<file path="src/rtl/riscv_pkg.sv">
// Shared types and encodings for the multicycle RISC-V controller.
// Optional feature macro: MCC_JAL_EN (enables the JAL state and J-type immediate select).
package riscv_pkg;

    typedef enum logic [3:0] {
        S_FETCH    = 4'd0,
        S_DECODE   = 4'd1,
        S_MEMADR   = 4'd2,
        S_MEMREAD  = 4'd3,
        S_MEMWB    = 4'd4,
        S_MEMWRITE = 4'd5,
        S_EXECR    = 4'd6,
        S_EXECI    = 4'd7,
        S_ALUWB    = 4'd8,
        S_BEQ      = 4'd9,
        S_JAL      = 4'd10
    } state_t;

    localparam logic [6:0] OP_LW    = 7'b0000011;
    localparam logic [6:0] OP_SW    = 7'b0100011;
    localparam logic [6:0] OP_RTYPE = 7'b0110011;
    localparam logic [6:0] OP_ITYPE = 7'b0010011;
    localparam logic [6:0] OP_BEQ   = 7'b1100011;
    localparam logic [6:0] OP_JAL   = 7'b1101111;

    localparam logic [1:0] ALUOP_ADD   = 2'b00;
    localparam logic [1:0] ALUOP_SUB   = 2'b01;
    localparam logic [1:0] ALUOP_FUNCT = 2'b10;

    localparam logic [2:0] ALU_ADD = 3'b000;
    localparam logic [2:0] ALU_SUB = 3'b001;
    localparam logic [2:0] ALU_AND = 3'b010;
    localparam logic [2:0] ALU_OR  = 3'b011;
    localparam logic [2:0] ALU_SLT = 3'b101;
    localparam logic [2:0] ALU_UNK = 3'b111;

    localparam logic [1:0] SRCA_PC    = 2'b00;
    localparam logic [1:0] SRCA_OLDPC = 2'b01;
    localparam logic [1:0] SRCA_RS1   = 2'b10;

    localparam logic [1:0] SRCB_RS2  = 2'b00;
    localparam logic [1:0] SRCB_IMM  = 2'b01;
    localparam logic [1:0] SRCB_FOUR = 2'b10;

    localparam logic [1:0] RES_ALUOUT = 2'b00;
    localparam logic [1:0] RES_DATA   = 2'b01;
    localparam logic [1:0] RES_ALURES = 2'b10;

    localparam logic [1:0] IMM_I = 2'b00;
    localparam logic [1:0] IMM_S = 2'b01;
    localparam logic [1:0] IMM_B = 2'b10;
    localparam logic [1:0] IMM_J = 2'b11;

    function automatic logic [1:0] imm_src(input logic [6:0] op);
        case (op)
            OP_SW:   imm_src = IMM_S;
            OP_BEQ:  imm_src = IMM_B;
`ifdef MCC_JAL_EN
            OP_JAL:  imm_src = IMM_J;
`endif
            default: imm_src = IMM_I;
        endcase
    endfunction

endpackage

</file>
<file path="src/rtl/alu_decoder.sv">
// ALU operation decode from the FSM's ALUOp and the instruction funct fields.
module alu_decoder
    import riscv_pkg::*;
(
    input  logic [1:0] ALUOp,
    input  logic [2:0] funct3,
    input  logic       op_5,
    input  logic       funct7_5,
    output logic [2:0] ALUControl
);

    always_comb begin
        ALUControl = ALU_ADD;
        case (ALUOp)
            ALUOP_ADD: ALUControl = ALU_ADD;
            ALUOP_SUB: ALUControl = ALU_SUB;
            ALUOP_FUNCT: begin
                case (funct3)
                    // funct7_5 only selects sub for register-register ops; I-type has op_5=0
                    3'b000:  ALUControl = (op_5 && funct7_5) ? ALU_SUB : ALU_ADD;
                    3'b010:  ALUControl = ALU_SLT;
                    3'b110:  ALUControl = ALU_OR;
                    3'b111:  ALUControl = ALU_AND;
                    default: ALUControl = ALU_UNK;
                endcase
            end
            default: ALUControl = ALU_UNK;
        endcase
    end

endmodule

</file>
<file path="src/rtl/multicycle_controller.sv">
// Multicycle RISC-V control FSM: per-state datapath strobes/selects plus ALU decode.
// Optional feature macro: MCC_JAL_EN (JAL state and J-type decode).
module multicycle_controller
    import riscv_pkg::*;
(
    input  logic       clk,
    input  logic       rst_n,
    input  logic [6:0] opcode,
    input  logic [2:0] funct3,
    input  logic       funct7_5,
    input  logic       zero,
    input  logic       mem_ready,
    output logic       PCWrite,
    output logic       AdrSrc,
    output logic       MemWrite,
    output logic       IRWrite,
    output logic       RegWrite,
    output logic [1:0] ResultSrc,
    output logic [1:0] ALUSrcA,
    output logic [1:0] ALUSrcB,
    output logic [1:0] ImmSrc,
    output logic [2:0] ALUControl,
    output logic       illegal_instr,
    output logic [3:0] state_o
);

    state_t     state_q, state_d;
    logic [1:0] alu_op;

    always_ff @(posedge clk or negedge rst_n) begin
        if (!rst_n) state_q <= S_FETCH;
        else        state_q <= state_d;
    end

    always_comb begin
        state_d       = state_q;
        PCWrite       = 1'b0;
        AdrSrc        = 1'b0;
        MemWrite      = 1'b0;
        IRWrite       = 1'b0;
        RegWrite      = 1'b0;
        ResultSrc     = '0;
        ALUSrcA       = '0;
        ALUSrcB       = '0;
        alu_op        = ALUOP_ADD;
        illegal_instr = 1'b0;

        // Strobes are gated by rst_n so reset masks FETCH outputs combinationally
        if (rst_n) begin
            case (state_q)
                S_FETCH: begin
                    ALUSrcA   = SRCA_PC;
                    ALUSrcB   = SRCB_FOUR;
                    ResultSrc = RES_ALURES;
                    IRWrite   = mem_ready;
                    PCWrite   = mem_ready;
                    if (mem_ready) state_d = S_DECODE;
                end
                S_DECODE: begin
                    ALUSrcA = SRCA_OLDPC;
                    ALUSrcB = SRCB_IMM;
                    case (opcode)
                        OP_LW, OP_SW: state_d = S_MEMADR;
                        OP_RTYPE:     state_d = S_EXECR;
                        OP_ITYPE:     state_d = S_EXECI;
                        OP_BEQ:       state_d = S_BEQ;
`ifdef MCC_JAL_EN
                        OP_JAL:       state_d = S_JAL;
`endif
                        default: begin
                            state_d       = S_FETCH;
                            illegal_instr = 1'b1;
                        end
                    endcase
                end
                S_MEMADR: begin
                    ALUSrcA = SRCA_RS1;
                    ALUSrcB = SRCB_IMM;
                    state_d = (opcode == OP_SW) ? S_MEMWRITE : S_MEMREAD;
                end
                S_MEMREAD: begin
                    AdrSrc    = 1'b1;
                    ResultSrc = RES_ALUOUT;
                    if (mem_ready) state_d = S_MEMWB;
                end
                S_MEMWB: begin
                    ResultSrc = RES_DATA;
                    RegWrite  = 1'b1;
                    state_d   = S_FETCH;
                end
                S_MEMWRITE: begin
                    AdrSrc   = 1'b1;
                    MemWrite = 1'b1;
                    if (mem_ready) state_d = S_FETCH;
                end
                S_EXECR: begin
                    ALUSrcA = SRCA_RS1;
                    ALUSrcB = SRCB_RS2;
                    alu_op  = ALUOP_FUNCT;
                    state_d = S_ALUWB;
                end
                S_EXECI: begin
                    ALUSrcA = SRCA_RS1;
                    ALUSrcB = SRCB_IMM;
                    alu_op  = ALUOP_FUNCT;
                    state_d = S_ALUWB;
                end
                S_ALUWB: begin
                    ResultSrc = RES_ALUOUT;
                    RegWrite  = 1'b1;
                    state_d   = S_FETCH;
                end
                S_BEQ: begin
                    ALUSrcA   = SRCA_RS1;
                    ALUSrcB   = SRCB_RS2;
                    alu_op    = ALUOP_SUB;
                    ResultSrc = RES_ALUOUT;
                    PCWrite   = zero;
                    state_d   = S_FETCH;
                end
`ifdef MCC_JAL_EN
                S_JAL: begin
                    ALUSrcA   = SRCA_OLDPC;
                    ALUSrcB   = SRCB_FOUR;
                    ResultSrc = RES_ALUOUT;
                    PCWrite   = 1'b1;
                    state_d   = S_ALUWB;
                end
`endif
                default: state_d = S_FETCH;
            endcase
        end
    end

    alu_decoder u_alu_decoder (
        .ALUOp      (alu_op),
        .funct3     (funct3),
        .op_5       (opcode[5]),
        .funct7_5   (funct7_5),
        .ALUControl (ALUControl)
    );

    assign ImmSrc  = rst_n ? imm_src(opcode) : '0;
    assign state_o = state_q;

endmodule

</file>
<file path="config.mk">
export PLATFORM = sky130hd
export DESIGN_NAME = multicycle_controller
export DESIGN_NICKNAME = d
export VERILOG_FILES = /design/src/rtl/riscv_pkg.sv /design/src/rtl/alu_decoder.sv /design/src/rtl/multicycle_controller.sv
export SDC_FILE = /design/constraint.sdc
export NUM_CORES = 1
export LEC_CHECK = 0
export CORE_MARGIN = 10
export CORE_UTILIZATION = 36
export CTS_CLUSTER_DIAMETER = 60
export DETAILED_ROUTE_END_ITERATION = 12
export GPL_ROUTABILITY_DRIVEN = 0
export GPL_TIMING_DRIVEN = 0
export HOLD_SLACK_MARGIN = 0.15
export PLACE_DENSITY = 0.84
export SLEW_MARGIN = 20
export SYNTH_ARGS = -nofsm -noshare
export SYNTH_HDL_FRONTEND = slang
export SYNTH_SLANG_ARGS = --single-unit
</file>
<file path="constraint.sdc">
create_clock -name clk -period 1.4 [get_ports clk]
set_input_delay 0.28 -clock clk [delete_from_list [all_inputs] [get_ports clk]]
set_output_delay 0.28 -clock clk [all_outputs]
set_load 0.05 [all_outputs]
</file>
==> results of run 1 <==
cell families after synthesis:
logic type	synth area share [%]
AOI/OAI and AO/OA	31.05
xor gates and xnor gates	2.998
buffers and inverters	7.065
DFF	17.13
and+or+nand+nor	41.76
metrics by stage:
| step | worst slack (ps) | hold WS (ps) | area (µm²) | util [%] |
|---|---|---|---|---|
| global placement | -1482 | 558.9 | 1097 | 72.00 |
| floorplan | -387.7 | -15.59 | 726.9 | - |
| detailed placement | -1491 | 559.6 | 1097 | 72.00 |
| CTS | -422.3 | 347.0 | 1434 | 94.09 |
timing repair:
item,4_1_cts
resized for setup,190
setup buffers,20
setup endpoints to repair,25
hold endpoints to repair,4
pin swaps,19
hold buffers,1
==> flow_summary.json, run 1 <==
{
  "fp.dieW_um": 60.29,
  "start_util_pct": 38.34,
  "syn_area_um2": 584.3,
  "synth_edf_count": 0,
  "ys_seq_elements": 4,
  "portBuffers": 35,
  "synthDistinctLibCells": 38,
  "syn_inst": 78,
  "dieHeight_um": 60.29,
  "synth_area_leaders": "dfrtp_1 17%, nand2_1 5.8%, nor2_1 4.5%, o21a_1 3.9%, a21oi_1 3.4%",
  "run_status": "did not finish",
  "haltStage": "global routing",
  "cts.sinks": 4,
  "numCtsBuffers": 3,
  "synth_top_area_share_pct": 17.13,
  "netlist_top_cells_count": "9 x nand2_1, 7 x nor2_1, 4 x a21oi_1, 4 x dfrtp_1",
  "syn_avg_cell_area_um2": 7.491,
  "error_line": "[ERROR DPL-0038] Utilization greater than 100%, impossible to legalize",
  "cts-root-buf": "clkbuf_4",
  "synth_fp_nets": 93,
  "htree_levels": 1,
  "dp_cells": 129,
  "place.detailed.hpwl_um": 1764,
  "pin_count": 36,
  "crit_endpoint": "illegal_instr",
  "synthArstFlopShare_pct": 100.0,
  "yosysWarnings": 0,
  "clockBufferDepth": 2,
  "synthFlopType": "dfrtp_1",
  "ys_seq_area_share_pct": 17.13,
  "endpoint_type": "primary output",
  "fp-row-count": 14,
  "yosys.area.top_type": "dfrtp_1",
  "synth.most_common_cell": "nand2_1",
  "grt_max_degree": 11
}
==> run 2, diff against run 1 <==
--- a/config.mk
+++ b/config.mk
@@ -5,14 +5,12 @@
 export SDC_FILE = /design/constraint.sdc
 export NUM_CORES = 1
 export LEC_CHECK = 0
-export CORE_MARGIN = 10
-export CORE_UTILIZATION = 36
-export CTS_CLUSTER_DIAMETER = 60
+export CORE_AREA = 10 10 71 73
 export DETAILED_ROUTE_END_ITERATION = 12
+export DIE_AREA = 0 0 81 83
 export GPL_ROUTABILITY_DRIVEN = 0
 export GPL_TIMING_DRIVEN = 0
-export HOLD_SLACK_MARGIN = 0.15
-export PLACE_DENSITY = 0.84
+export PLACE_DENSITY_LB_ADDON = 0.15
 export SLEW_MARGIN = 20
 export SYNTH_ARGS = -nofsm -noshare
 export SYNTH_HDL_FRONTEND = slang
==> run 2 against run 1 <==
Effect of this change: the flow now finishes, with violations (setup timing); synthesized cell count unchanged; synthesized area unchanged.
==> flow_summary.json, run 2 <==
{
  "antenna_left": 0,
  "clkPwrFrac_pct": 13.1,
  "clk_latency_ps": 210,
  "fmax_mhz": 548.5,
  "grt_antenna_before_repair": 0,
  "netlist_top_cells_count": "9 x nand2_1, 7 x nor2_1, 4 x a21oi_1, 4 x dfrtp_1",
  "fin_nets": 160,
  "seqPwrFrac_pct": 10.5,
  "setup_viol": 19,
  "wl_per_cell_um": 14.79,
  "dr.pass1.iters": 4,
  "holdPathStages": 3,
  "fp.dieW_um": 81,
  "pwr-share-comb_pct": 76.5,
  "htree_levels": 1,
  "yosysWarnings": 0,
  "area_growth_pct": 167.5,
  "drt-initial-drc-count": 13,
  "core_area_um2": 3633,
  "synth_fp_nets": 93,
  "path_cells": "bufbuf_16 -> nor3_4 -> and3_4 -> a31o_4 -> buf_8",
  "crit_buf_inv": 2,
  "yosys.area_share.adder_pct": 0,
  "syn_avg_cell_area_um2": 7.491,
  "clockBufferDepth": 2,
  "ys_seq_elements": 4,
  "worstMarginPinSlew_ps": 295.3,
  "start_util_pct": 16.08,
  "p_per_area_nw_per_um2": 1139,
  "min_period_ps": 1823,
  "critPathSlowestCell": "dfrtp_2",
  "grt_setup_unrepaired": "yes",
  "cts_tree": "built",
  "skew_ps": 1.292,
  "vias": 864,
  "syn_area_um2": 584.3,
  "timing.slew.headroom_pct": 80.19,
  "power_leakage_nw": 0.6601,
  "synthFlopType": "dfrtp_1",
  "sw_frac_of_total_pct": 45.08,
  "antennaDiodeCount": 0,
  "fp-row-count": 22,
  "drive_above_1_share_pct": 73.43,
  "max_cap_viol_count": 0,
  "internal_power_w": 0.0009776,
  "crit_type": "reg -> out",
  "period_share_pct": 130.2,
  "cts.sinks": 4,
  "slowest_delay_ps": 430,
  "synth.most_common_cell": "nand2_1",
  "first_global_vias": 910,
  "cp_data_arrival_time_ps": 1540,
  "ys_seq_area_share_pct": 17.13,
  "setup_ws_ps": -423.3,
  "place_ws_ps": -1584,
  "dieHeight_um": 83,
  "cp.required_ps": 1120,
  "synthMuxAreaShare_pct": 0,
  "grt_pass1_wl_um": 4526,
  "grt_usage_pct": 8.170,
  "run_status": "finished with violations",
  "finalNonFillerCells": 191,
  "portBuffers": 35,
  "cp_max_fo": 4,
  "min-delay-path-class": "in -> reg",
  "viasPerCell": 4.524,
  "reg2reg_depth": 6,
  "synth_compound_area_share_pct": 31.05,
  "numCtsBuffers": 3,
  "final_common_cell": "buf_4",
  "place.detailed.hpwl_um": 1981,
  "drc": 0,
  "die_area_um2": 6723,
  "synthArstFlopShare_pct": 100.0,
  "yosys.area_share.simple_pct": 41.76,
  "synth-xor-area-share_pct": 2.998,
  "clkTransAtPathRegs_ps": 30,
  "synth_edf_count": 0,
  "cp.depth": 5,
  "synth_area_leaders": "dfrtp_1 17%, nand2_1 5.8%, nor2_1 4.5%, o21a_1 3.9%, a21oi_1 3.4%",
  "synthDistinctLibCells": 38,
  "path_delay_family": "flip-flops",
  "synth_top_family_by_area": "simple AND/OR/NAND/NOR gates",
  "grt_max_degree": 11,
  "end_kind": "output pin",
  "pin_count": 36,
  "power_switching_w": 0.0008025,
  "cts-root-buf": "clkbuf_8",
  "layout.cells.most_common_list": "20 x buf_4, 14 x buf_8, 14 x buf_6",
  "start_kind": "flop",
  "dp_cells": 161,
  "violations": "setup timing",
  "synth_top_area_share_pct": 17.13,
  "yosys.area.top_type": "dfrtp_1",
  "syn_inst": 78,
  "maxSlewViolCount": 0,
  "finalHoldViolations": 0,
  "largest_register_ffs": 4,
  "overflow": 0,
  "wirelength_um": 2825,
  "ir_drop_mv": 0.7051
}
==> run 2: cell counts after synthesis <==
Identical to the previous run, type by type.
==> run 2: worst reg2reg max path: cells and delay by family, from the launching register on <==
family                 cells  cell delay [ps]
AND/OR/NAND/NOR            1              150
buffers and inverters      2              420
flip-flops                 1              430
AO/OA/AOI/OAI              3              480
==> run 2: kinds of logic (layout without fill, tap and decap cells) <==
logic type,count (synthesis),in the layout
DFF,4,4
xor gates and xnor gates,2,2
AOI/OAI and AO/OA,23,23
and+or+nand+nor,41,41
buffers and inverters,8,73
==> run 2: area by class of cell <==
cell class,count,area (µm²)
fillers,377,2071
multi-input cells,66,650.6
repair buffers,62,620.6
flip-flops and latches,4,105.1
plain buffers,6,77.57
well taps,48,60.06
clock buffers,3,41.29
inverters,2,7.507
==> run 2: worst paths after layout <==
kind,startpoint,to,slack [ps]
max,state_o[2]$_DFFE_PN0P_,PCWrite,-420
max in group asynchronous,rst_n,state_o[0]$_DFFE_PN0P_,680
min,rst_n,state_o[2]$_DFFE_PN0P_,400
min in group asynchronous,rst_n,state_o[1]$_DFFE_PN0P_,540
max reg2reg,state_o[2]$_DFFE_PN0P_,state_o[0]$_DFFE_PN0P_,-160
min reg2reg,state_o[1]$_DFFE_PN0P_,state_o[1]$_DFFE_PN0P_,750
==> run 2: power by group through the flow <==
stage / Clock (W) / Sequential [W] / Combinational (W)
floorplan: 0 / 0.000250 / 0.000663
global placement: 0 / 0.000182 / 0.00102
global route: 0.000251 / 0.000191 / 0.00144
detailed placement: 0 / 0.000183 / 0.00101
finish: 0.000232 / 0.000186 / 0.00136
CTS: 0.000238 / 0.000182 / 0.00130
==> run 2: metrics by stage <==
step                      hold WS [ps]  setup TNS (ps)  area, µm²  total power (W)  utilization, %
final                            402.9           -5441       1563         0.001780           43.01
after global routing             406.7           -6653       1563         0.001881           43.01
after CTS                        402.4           -5771       1451         0.001718           39.94
after detailed placement         569.5          -24340       1137         0.001195           31.30
after global placement           576.0          -24980       1137         0.001207           31.30
after floorplan                 -15.59           -3257      726.9        0.0009122               -
==> run 2: layer usage <==
layer  share of wire (%)  GRT usage [%]
met1                  40          8.985
met2                  51          14.27
met3                 5.7          1.832
met4                 2.5          3.599
met5                   0              0
==> run 2: repair_timing <==
| action | 4_1_cts | 5_1_grt |
|---|---|---|
| setup buffers | 15 | 11 |
| cloned | 1 | 0 |
| resized for setup | 174 | 33 |
| pin swaps | 7 | 12 |
| hold buffers | 1 | 0 |
| hold endpoints to repair | 4 | 0 |
| endpoints found under the setup margin | 25 | 24 |
No activity file was read; power rests on OpenSTA's default activity.
